## config.mk

```make
export PLATFORM = sky130hd
export DESIGN_NAME = div_unit
export DESIGN_NICKNAME = d
export VERILOG_FILES = /design/src/rtl/mdu_pkg.sv /design/src/rtl/div_step.sv /design/src/rtl/div_unit.sv
export SDC_FILE = /design/constraint.sdc
export NUM_CORES = 1
export LEC_CHECK = 0
export ABC_AREA = 1
export BUFFER_PORTS_ARGS = -buffer_cell sky130_fd_sc_hd__buf_2
export CORE_UTILIZATION = 45
export CTS_BUF_LIST = sky130_fd_sc_hd__clkbuf_8 sky130_fd_sc_hd__clkbuf_16
export CTS_CLUSTER_DIAMETER = 30
export DETAILED_ROUTE_END_ITERATION = 10
export GPL_ROUTABILITY_DRIVEN = 0
export GPL_TIMING_DRIVEN = 0
export PLACE_DENSITY = 0.67
export SYNTH_ARGS = -nofsm -noshare
export SYNTH_HDL_FRONTEND = slang
export SYNTH_SLANG_ARGS = --single-unit
```

## constraint.sdc

```tcl
create_clock -name clk -period 5.08 [get_ports clk]
set_input_delay 0.508 -clock clk [delete_from_list [all_inputs] [get_ports clk]]
set_output_delay 0.508 -clock clk [all_outputs]
set_load 0.02 [all_outputs]
```

## src/rtl/mdu_pkg.sv

```systemverilog
// Shared multiply/divide unit definitions: divider FSM states, step count and
// small two's-complement helpers used by the iterative divider.
package mdu_pkg;

  localparam int unsigned DIV_CYCLES = 32;
  localparam int unsigned DIV_CNT_W  = 5;

  typedef enum logic [1:0] {
    IDLE = 2'd0,
    BUSY = 2'd1,
    DONE = 2'd2
  } div_state_t;

  // Magnitude of a value; only treated as signed when sgn is set.
  function automatic logic [31:0] mag32(input logic [31:0] v, input logic sgn);
    return (sgn && v[31]) ? (32'd0 - v) : v;
  endfunction

  function automatic logic [31:0] neg_if(input logic [31:0] v, input logic en);
    return en ? (32'd0 - v) : v;
  endfunction

endpackage

```

## src/rtl/div_step.sv

```systemverilog
// One combinational restoring-division step: trial subtract of the divisor
// from the shifted partial remainder, yielding next remainder and quotient bit.
module div_step
  import mdu_pkg::*;
(
  input  logic [32:0] pr_i,
  input  logic [31:0] dvs_i,
  output logic [31:0] rem_o,
  output logic        q_o
);

  logic [32:0] diff_s;

  // Partial remainder stays below twice the divisor, so 33 bits hold the signed difference.
  always_comb begin
    diff_s = pr_i - {1'b0, dvs_i};
    q_o    = ~diff_s[32];
    if (q_o) begin
      rem_o = diff_s[31:0];
    end else begin
      rem_o = pr_i[31:0];
    end
  end

endmodule

```

## src/rtl/div_unit.sv

```systemverilog
// Iterative 32-bit DIV/DIVU unit for the E stage (32 restoring steps).
// Optional macro DIV_EARLY_OUT_EN finishes in one cycle when |a| < |b|.
module div_unit
  import mdu_pkg::*;
(
  input  logic        clk,
  input  logic        resetn,
  input  logic        startE,
  input  logic        signedE,
  input  logic [31:0] src_aE,
  input  logic [31:0] src_bE,
  input  logic        flushE,
  input  logic        stall_ext,
  output logic        alu_stallE,
  output logic        result_validE,
  output logic [31:0] hiE,
  output logic [31:0] loE
);

  localparam logic [DIV_CNT_W-1:0] CNT_LAST = DIV_CNT_W'(DIV_CYCLES - 1);

  div_state_t           state_q, state_d;
  logic [DIV_CNT_W-1:0] cnt_q, cnt_d;
  logic [31:0]          rem_q, rem_d;
  logic [31:0]          quo_q, quo_d;
  logic [31:0]          dvs_q, dvs_d;
  logic                 negq_q, negq_d;
  logic                 negr_q, negr_d;
  logic [31:0]          hi_q, hi_d;
  logic [31:0]          lo_q, lo_d;
  logic                 valid_q, valid_d;

  logic [31:0] mag_a_s, mag_b_s;
  logic [31:0] step_rem_s;
  logic        step_q_s;
  logic [31:0] quo_next_s;

  assign mag_a_s    = mag32(src_aE, signedE);
  assign mag_b_s    = mag32(src_bE, signedE);
  assign quo_next_s = {quo_q[30:0], step_q_s};

  // The dividend is shifted out of quo_q MSB-first while quotient bits fill in from the LSB.
  div_step u_step (
    .pr_i  ({rem_q, quo_q[31]}),
    .dvs_i (dvs_q),
    .rem_o (step_rem_s),
    .q_o   (step_q_s)
  );

  assign alu_stallE    = ~flushE & (((state_q == IDLE) & startE) | (state_q == BUSY));
  assign result_validE = valid_q;
  assign hiE           = hi_q;
  assign loE           = lo_q;

  always_comb begin
    state_d = state_q;
    cnt_d   = cnt_q;
    rem_d   = rem_q;
    quo_d   = quo_q;
    dvs_d   = dvs_q;
    negq_d  = negq_q;
    negr_d  = negr_q;
    hi_d    = hi_q;
    lo_d    = lo_q;
    valid_d = 1'b0;

    if (flushE) begin
      state_d = IDLE;
    end else begin
      case (state_q)
        IDLE: begin
          if (startE) begin
            rem_d   = 32'd0;
            quo_d   = mag_a_s;
            dvs_d   = mag_b_s;
            negq_d  = signedE & (src_aE[31] ^ src_bE[31]);
            negr_d  = signedE & src_aE[31];
            cnt_d   = {DIV_CNT_W{1'b0}};
            state_d = BUSY;
`ifdef DIV_EARLY_OUT_EN
            if ((mag_a_s < mag_b_s) && (mag_b_s != 32'd0)) begin
              state_d = DONE;
              lo_d    = 32'd0;
              hi_d    = src_aE;
              valid_d = 1'b1;
            end else begin
              state_d = BUSY;
            end
`endif
          end else begin
            state_d = IDLE;
          end
        end
        BUSY: begin
          rem_d = step_rem_s;
          quo_d = quo_next_s;
          cnt_d = cnt_q + DIV_CNT_W'(1);
          if (cnt_q == CNT_LAST) begin
            // Sign fix on the way into DONE: quotient by sign mismatch, remainder follows dividend.
            state_d = DONE;
            lo_d    = neg_if(quo_next_s, negq_q);
            hi_d    = neg_if(step_rem_s, negr_q);
            valid_d = 1'b1;
          end else begin
            state_d = BUSY;
          end
        end
        DONE: begin
          if (stall_ext) begin
            state_d = DONE;
            valid_d = 1'b1;
          end else begin
            state_d = IDLE;
          end
        end
        default: begin
          state_d = IDLE;
        end
      endcase
    end
  end

  always_ff @(posedge clk or negedge resetn) begin
    if (!resetn) begin
      state_q <= IDLE;
      cnt_q   <= {DIV_CNT_W{1'b0}};
      rem_q   <= 32'd0;
      quo_q   <= 32'd0;
      dvs_q   <= 32'd0;
      negq_q  <= 1'b0;
      negr_q  <= 1'b0;
      hi_q    <= 32'd0;
      lo_q    <= 32'd0;
      valid_q <= 1'b0;
    end else begin
      state_q <= state_d;
      cnt_q   <= cnt_d;
      rem_q   <= rem_d;
      quo_q   <= quo_d;
      dvs_q   <= dvs_d;
      negq_q  <= negq_d;
      negr_q  <= negr_d;
      hi_q    <= hi_d;
      lo_q    <= lo_d;
      valid_q <= valid_d;
    end
  end

endmodule

```

Yosys cells after proc, flatten, opt, wreduce, memory -nomap -nowiden
Cells that the tools add are included.
{"block": "totals", "regBits": 170, "input_bits": 70, "out_inout_bits": 66}
{"block": "classes", "addsub": 6, "eq_ne": 4, "n_mux": 20, "bitwise_logic": 8, "n_reduce_logical": 7}
{"cell": "2-to-1 mux 32 bit", "n": 7}
{"cell": "case mux 32 bit (2 select lines)", "n": 2}
{"cell": "subtractor 1 x 32 -> 32 bit, first input constant", "n": 4}
{"cell": "subtractor 33 x 32 -> 33 bit", "n": 1}
{"cell": "case mux 5 bit (2 select lines)", "n": 1}
{"cell": "AND reduction 3 bit", "n": 3}
{"cell": "2-to-1 mux 2 bit", "n": 3}
{"cell": "case mux 2 bit (3 select lines)", "n": 1}
{"cell": "adder 5 x 1 -> 5 bit, second input constant", "n": 1}
{"cell": "equality test 5 bit, second input constant", "n": 1}
{"cell": "2-to-1 mux 5 bit", "n": 1}
{"cell": "AND 1 bit", "n": 4}
{"cell": "2-to-1 mux 1 bit", "n": 4}
{"cell": "equality test 2 x 1 -> 1 bit, second input constant", "n": 1}
{"cell": "equality test 2 bit, second input constant", "n": 1}
{"cell": "logical AND 1 bit", "n": 2}
{"cell": "logical NOT 2 bit", "n": 1}
{"cell": "inequality test 2 bit, second input constant", "n": 1}
{"cell": "inverter 1 bit", "n": 2}
{"cell": "case mux 1 bit (2 select lines)", "n": 1}
{"cell": "nonzero test 2 bit", "n": 1}
{"cell": "OR 1 bit", "n": 1}
{"cell": "XOR 1 bit", "n": 1}

Depth between registers and ports, before layout
Gate-level depths: netlist (run 1).
{"block": "depth", "depth_word": 4, "ltp_mapped": 28, "ltp_nobuf": 26}

Hierarchy
A second synthesis (run 1) with hierarchy kept.
{"block": "hier_totals", "hier_cells": 2167, "area_unflattened_um2": 13384.1}
{"mod": "div_unit", "instances": 1, "cells_each": 1484, "area_per_inst_um2": 10221.1, "seq_area_each_um2": 4254.1}
{"mod": "div_step", "instances": 1, "cells_each": 683, "area_per_inst_um2": 3163.0, "seq_area_each_um2": 0.0}

Worst setup path before layout (run 1)
No wires, ideal clock.
{"block": "synth_timing", "path_type": "reg2reg", "start": "reg quo_q[31]", "end": "reg lo_q[28], in the netlist loE[28]", "setup_time_ns": 0.123, "arrival_time_ns": 3.868, "t_required_ns": 4.957, "path_slack_ns": 1.088, "path_stages_with_launch": 28, "path_buffers": 2, "cell_sequence": "dfrtp_1 inv_1 ha_1 fa_1 inv_1 nand2_1 nand2_1 nand3_1 nand2_1 nand2_1 nand2_2 nand2_4 nand2_2 nand2_4 nand2_4 buf_6 buf_6 ha_1 inv_1 nor3_1 and3_1 nand3_1 nor3_1 nand3_1 o41ai_1 o21ai_0 o21ai_0 nand2_1"}
{"block": "synth_via", "elab_chain_len": 4}
{"item": "from (decl)", "line_no": "div_unit.sv:25", "source": "logic [31:0] quo_q, quo_d;"}
{"item": "from (signal assigned)", "line_no": "div_unit.sv:139", "source": "quo_q <= quo_d;"}
{"item": "subtractor 33 x 32 -> 33 bit", "line_no": "div_step.sv:16", "source": "diff_s = pr_i - {1'b0, dvs_i};"}
{"item": "inverter 1 bit", "line_no": "div_step.sv:17", "source": "q_o = ~diff_s[32];"}
{"item": "subtractor 1 x 32 -> 32 bit", "line_no": "mdu_pkg.sv:20", "source": "return en ? (32'd0 - v) : v;"}
{"item": "2-to-1 mux 32 bit", "line_no": "mdu_pkg.sv:20"}
{"item": "to (signal assigned)", "line_no": "div_unit.sv:144", "source": "lo_q <= lo_d;"}
{"item": "to (decl)", "line_no": "div_unit.sv:30", "source": "logic [31:0] lo_q, lo_d;"}
Every way passes these cells.
A chain may end at the register's enable or synchronous reset.

Worst setup path in the final report (run 1)
Same ends and word-level chain as after synthesis.

==> out/qor.csv, run 1 <==
stage,metric,value,unit
floorplan,core_area,0.0273,mm²
routing,drc,0,
synth,synth_ff_type,dfrtp_1,
synth,yosysSeqAreaShare,33.7,%
synth,syn_avg_cell_area,6.73,µm²
cts,cts_tree,built,
worst_hold_path,hold_path_class,input port to asynchronous set/reset pin,
layout,final_net_count,2147,
routing,wl_per_cell,16.7,µm
layout,final_cell_count_no_fill,2419,
sta,min_period,4670,ps
layout,n_antenna_cell,0,
global_routing,grt_pass1_vias,12043,
worst_setup_path,cp_common_cell,nand2_1,
floorplan,num_rows,60,
routing,first_pass_iters,5,
synth,ys_ff_latch,170,
sta,finalClockSkew,19.9,ps
cts,cts_root_buf,clkbuf_16,
global_routing,antenna_found_initial,0,
power,peakVddDrop,0.000340,V
synth,syn_area,0.0126,mm²
synth,syn_inst,1879,
layout,layout_commonest_cell,nand2_1,
layout,syn_to_final_growth,14.5,%
layout,final_cell_area,0.0145,mm²
floorplan,die_w,170,µm
cts,cts_sinks,170,
layout,fill_cells,2743,
place,placed_area,0.0138,mm²
worst_setup_path,cp.arrival,4980,ps
routing,vias_per_cell,5.33,
cts,clock_path_buffers,2,
floorplan,initial_core_util,46.4,%
worst_setup_path,worstSetupPathType,register to register,
sta,max-slew-margin-rel,48.3,%
worst_setup_path,startpoint,quo_q[31],
routing,num_vias,12903,
sta,holdWs,-6.52,ps
power,powerDensity,572,mW/mm²
place,dpl.hpwl,32.1,mm
worst_setup_path,cpMaxStageDelayCell,fa_1,
layout,drive_above_1_share,11.6,%
worst_setup_path,max_stage_delay,420,ps
routing,drt-initial-drc-count,961,
worst_setup_path,worstSetupEndpointType,register,
routing,routed_wl,40.3,mm
sta,fmax,214,MHz
worst_setup_path,worstReg2RegStart,quo_q[31],
worst_setup_path,startpoint_type,register,
synth,synth-edff-count,0,
place,dp.cells,2387,
worst_setup_path,worst_path_dominant_cell_family,simple AND/OR/NAND/NOR gates,
sta,setup_viol,0,
power,p_total,8.28,mW
synth,synth_warnings,0,
synth,netlist-cell-type-count,49,
sta,hold_violations,3,
global_routing,grt_use_total,28.4,%
sta,worst_pin_slew,770,ps
job,cap_violations,0,
cts,cts-hold-fix-buffers,0,
worst_setup_path,crit_buf_inv,5,
global_routing,grt_max_degree,107,
floorplan,die_h,170,µm
routing,drtAntennaViolNets,0,
global_routing,grt_pass1_wl,63.4,mm
cts,htreeDepth,4,
cts,cts_buffers,17,
place,portBuffers,135,
worst_setup_path,cp.required,5390,ps
run_status,outcome,"finished, violations left",
layout,final_cell_mix,"nand2_1, inv_1, dfrtp_1",
layout,post-route-util,53.1,%
global_routing,grt.overflow.total,0,
worst_setup_path,crit_path_max_fanout,10,
run_status,violations,negative hold slack,
synth,syn-num-nets,1992,
power,power_leakage,7.61,nW
sta,final.period_utilization,91.9,%
floorplan,design.die.area,0.0288,mm²
sta,drv_slew,0,
cts,path_clk_slew,70,ps
synth,async_flop_share,100,%
cts,clk_latency,440,ps
floorplan,ioPinCount,136,
routing by layer:
layer	share of wire [%]	track usage (%)	vias up	routed length, µm
li1	-	-	6377	-
met1	44	38.0	6004	17800
met2	47	46.6	445	18900
met3	5.2	3.15	77	2090
met4	3.8	11.8	0	1540
met5	0	0	-	0
per-stage QoR:
step / worst slack, ps / TNS (ps)
3_3_place_gp: 134 / 0
6_report: 411 / 0
3_5_place_dp: 61.6 / 0
2_1_floorplan: 1090 / 0
4_1_cts: 99.4 / 0
5_1_grt: -21.2 / -21.2
power by group:
group / switching (mW) / leakage, nW / internal, mW
logic: 3.45 / 5.14 / 1.63
registers: 0.236 / 2.16 / 1.57
clock network: 0.626 / 0.306 / 0.764
total: 4.31 / 7.61 / 3.97
synth_stat cells (5+ instances only):
cell	instances	area share [%]
nand3b_1	5	0.30
inv_1	241	7.2
nand2_1	576	17
o21ai_1	12	0.48
o21ai_0	155	6.1
dfrtp_1	170	34
o22ai_1	31	1.5
nor3_1	25	0.99
nand2_4	8	0.71
nand2_2	19	0.94
nor2_1	140	4.2
xor2_1	55	3.8
o211ai_1	23	1.4
xnor2_1	32	2.2
nor2_2	8	0.40
nand3_2	5	0.40
nand3_1	120	4.8
a21oi_1	68	2.7
clkbuf_1	47	1.4
nor4_1	13	0.64
nand4_1	20	0.99
ha_1	42	4.2
a31oi_1	6	0.30
buf_6	6	0.53
kinds of logic (layout without fill, tap and decap cells):
| group | count (synthesis) | count (layout) | share of synthesized area [%] |
|---|---|---|---|
| AND/OR/NAND/NOR | 954 | 954 | 32.3 |
| flip-flops | 170 | 170 | 33.7 |
| buffers and inverters | 305 | 473 | 9.58 |
| adder cells (fa/ha/maj) | 43 | 43 | 4.32 |
| AO/OA/AOI/OAI | 320 | 320 | 14.1 |
| XOR/XNOR | 87 | 87 | 6.03 |
worst register-to-register path: cells and delay by family, from the launching register on:
family,cells,cell delay [ps]
flops,1,330
compound gates,3,770
buf+inv,5,600
fa+ha+maj,3,810
simple gates,16,2050
final cells by class:
cell class                      instances  area [µm²]  share of cell area (%)
Buffer                                 60         292                    2.01
Clock buffer                           18         439                    3.03
Clock inverter                         14         179                    1.24
Inverter                              245         920                    6.35
Multi-Input combinational cell       1404        7210                    49.8
Sequential cell                       170        4250                    29.4
Tap cell                              372         465                    3.22
Timing Repair Buffer                  136         713                    4.93
worst paths after layout:
kind	end	slack, ps	depth (start not counted)
worst max-delay path	loE[28]	410	27
worst min-delay path	dvs_q[12]	-7	1
worst max register to register	loE[28]	410	27
worst min register to register	hiE[22]	480	2
max in group asynchronous	hiE[25]	4180	2
min in group clk	result_validE	290	2
flip-flops by register name, indices dropped and copies added, names as in the netlist:
name / flops
cnt_q: 5
dvs_q: 32
hiE: 32
loE: 32
negq_q: 1
negr_q: 1
quo_q: 32
rem_q: 32
result_validE: 1
state_q: 2
timing repair:
| action | in CTS | in global routing |
|---|---|---|
| buffers inserted | 0 | 0 |
| setup endpoints to repair | 1 | 5 |
| hold endpoints to repair | 0 | 0 |
| pin swaps | 0 | 1 |
| gates resized for setup | 1 | 6 |
| gates cloned | 0 | 0 |
Power figures use the tool's default switching activity.
==> inputs of run 2 (changes only) <==
==> constraint.sdc (replaced) <==
create_clock -name clk -period 4.7 [get_ports clk]
set_input_delay 0.47 -clock clk [delete_from_list [all_inputs] [get_ports clk]]
set_output_delay 0.47 -clock clk [all_outputs]
set_load 0.02 [all_outputs]
==> run 2 against run 1 <==
Effect of this change:
- the run now ends clean
- flip-flop and latch count stayed put
- combinational power is 7.9% higher
- final area grew 0.34%
- sequential power rose by 8%
- total power grew 8.1%
- clock power grew 9%
- maximum frequency increased by 6.6%
- worst setup slack worse by 91 ps
- sequential share of layout area fell by 0.099 points
- count of clock-buffer cells in the layout stayed put
- first-iteration DRC count rose by 5.6%
- critical path type unchanged
==> out/qor.csv, run 2 (synthesized netlist as in run 1, its figures left out) <==
stage,metric,value,unit,change
sta,hold_violations,0,,-3
cts,cts_buffers,17,,unchanged
floorplan,die_h,170,µm,unchanged
layout,fill_cells,2741,,-0.073%
sta,final.period_utilization,93.2,%,+1.3 points
power,peakVddDrop,0.000360,V,+5.9%
cts,cts_tree,built,,
routing,drc,0,,unchanged
global_routing,grt_pass1_vias,12044,,+0.0083%
global_routing,grt_max_degree,107,,unchanged
sta,rsz0062_at_grt,no,,
layout,layout_commonest_cell,nand2_1,,
worst_hold_path,hold_path_class,input port to register,,
sta,max-slew-margin-rel,48.9,%,+0.51 points
cts,cts_sinks,170,,unchanged
layout,post-route-util,53.3,%,+0.18 points
routing,drtAntennaViolNets,0,,unchanged
floorplan,ioPinCount,136,,unchanged
sta,worst_pin_slew,762,ps,-7.55 ps
worst_setup_path,cp.arrival,4690,ps,-290 ps
cts,clock_path_buffers,2,,unchanged
routing,drt-initial-drc-count,1015,,+5.6%
cts,htreeDepth,4,,unchanged
global_routing,grt_pass1_wl,63.4,mm,about the same
layout,drive_above_1_share,12.0,%,+0.34 points
sta,setup_viol,0,,unchanged
sta,fmax,228,MHz,+6.6%
cts,path_clk_slew,80,ps,about the same
layout,register_area,0.00425,mm²,unchanged
layout,syn_to_final_growth,14.9,%,
routing,routed_wl,40.3,mm,about the same
layout,n_antenna_cell,0,,unchanged
global_routing,antenna_found_initial,0,,unchanged
place,dpl.hpwl,32.1,mm,unchanged
worst_setup_path,startpoint_type,register,,
worst_setup_path,cp.required,5010,ps,-380 ps
power,p_sw,4.67,mW,+8.3%
job,cap_violations,0,,unchanged
floorplan,core_area,0.0273,mm²,unchanged
place,dp_worst_setup_slack,-318,ps,-380 ps
power,power_frac_seq,21.9,%,about the same
layout,final_cell_area,0.0145,mm²,+0.34%
power,combPwrFrac,61.3,%,about the same
power,p_int,4.28,mW,+7.8%
place,dp.cells,2387,,unchanged
sta,setup_ws,320,ps,-91.5 ps
global_routing,grt_use_total,28.4,%,about the same
sta,tns,0,ps,unchanged
power,clkPwrFrac,16.8,%,about the same
floorplan,die_w,170,µm,unchanged
power,powerDensity,616,mW/mm²,+7.7%
power,switching_share,52.2,%,+0.11 points
place,placed_area,0.0138,mm²,unchanged
run_status,outcome,completed,,
sta,holdWs,253,ps,+259 ps
sta,drv_slew,0,,unchanged
layout,final_cell_count_no_fill,2419,,unchanged
sta,finalClockSkew,18.1,ps,-1.85 ps
layout,final_cell_mix,"nand2_1, inv_1, dfrtp_1",,
routing,vias_per_cell,5.31,,-0.40%
floorplan,initial_core_util,46.4,%,unchanged
layout,final_net_count,2147,,unchanged
place,portBuffers,135,,unchanged
global_routing,grt.overflow.total,0,,unchanged
power,power_leakage,7.61,nW,about the same
floorplan,design.die.area,0.0288,mm²,unchanged
routing,wl_per_cell,16.7,µm,about the same
layout,multi_input_area,0.00727,mm²,+0.75%
power,p_total,8.95,mW,+8.1%
cts,clk_latency,430,ps,about the same
floorplan,num_rows,60,,unchanged
worst_setup_path,worstSetupEndpointType,register,,
routing,first_pass_iters,5,,unchanged
cts,cts_root_buf,clkbuf_16,,
routing,num_vias,12852,,-0.40%
sta,min_period,4380,ps,-289 ps
worst_setup_path,crit_path_max_fanout,27,,+17
worst_setup_path,worstSetupPathType,register to register,,
## run 2: changes by cell type in the layout (fill, tap and decap cells not counted), sizes merged
cell	change
buf	-1
dlygate4sd3	+1
## run 2: power by group through the flow
stage | registers (mW) | logic, mW | clock network (mW)
floorplan | 1.89 | 4.04 | 0
global placement | 1.96 | 5.30 | 0
detailed placement | 1.97 | 5.38 | 0
CTS | 1.94 | 5.41 | 1.52
global route | 1.98 | 6.09 | 1.57
finish | 1.96 | 5.48 | 1.51
## run 2: critical path: stages (launching register included)
cell and delay (ps):
dfrtp_1 350, inv_1 130, ha_1 400, nand2_1 130
nor2_2 150, nor3b_2 260, and2_4 200, nand2_4 70
nand2_2 110, nand2_4 100, nand2_8 180, ha_1 180
inv_1 100, nor3_2 240, and3_4 230, nand3_1 140
nor3_4 320, nand3_4 150, o41ai_4 360, o21ai_2 140
o21ai_2 220, nand2_1 70
## run 2: area by class of cell
| cell class | instances | share of cell area (%) |
|---|---|---|
| well taps | 372 | 3.20 |
| multi-input cells | 1404 | 50.0 |
| clock buffers | 18 | 3.02 |
| clock inverters | 14 | 1.23 |
| plain buffers | 58 | 1.85 |
| repair buffers | 138 | 5.03 |
| inverters | 245 | 6.33 |
| flip-flops and latches | 170 | 29.3 |
## run 2: routing by layer
| metal | vias up | part of all wire, % | global-route usage [%] |
|---|---|---|---|
| li1 | 6395 | - | - |
| met1 | 5977 | 45 | 38.1 |
| met2 | 404 | 47 | 46.7 |
| met3 | 76 | 4.6 | 3.01 |
| met4 | 0 | 3.7 | 11.6 |
| met5 | - | 0 | 0 |
## run 2: repair_timing
| item | 4_1_cts | 5_1_grt |
|---|---|---|
| hold buffers | 1 | 0 |
| pin swaps | 0 | 4 |
| gates cloned | 0 | 0 |
| endpoints found under the hold margin | 14 | 0 |
| setup endpoints to repair | 3 | 7 |
| setup buffers | 0 | 1 |
| gates resized for setup | 4 | 15 |
## run 2: final timing paths
check	start	end	slack, ps	depth (start not counted)
setup / recovery	dvs_q[24]	loE[28]	320	21
max in group asynchronous	resetn	hiE[25]	3220	3
min in group asynchronous	resetn	dvs_q[14]	570	2
hold reg to reg	hiE[30]	hiE[30]	480	2
hold / removal	flushE	result_validE	250	2
setup reg to reg	dvs_q[24]	loE[28]	320	21
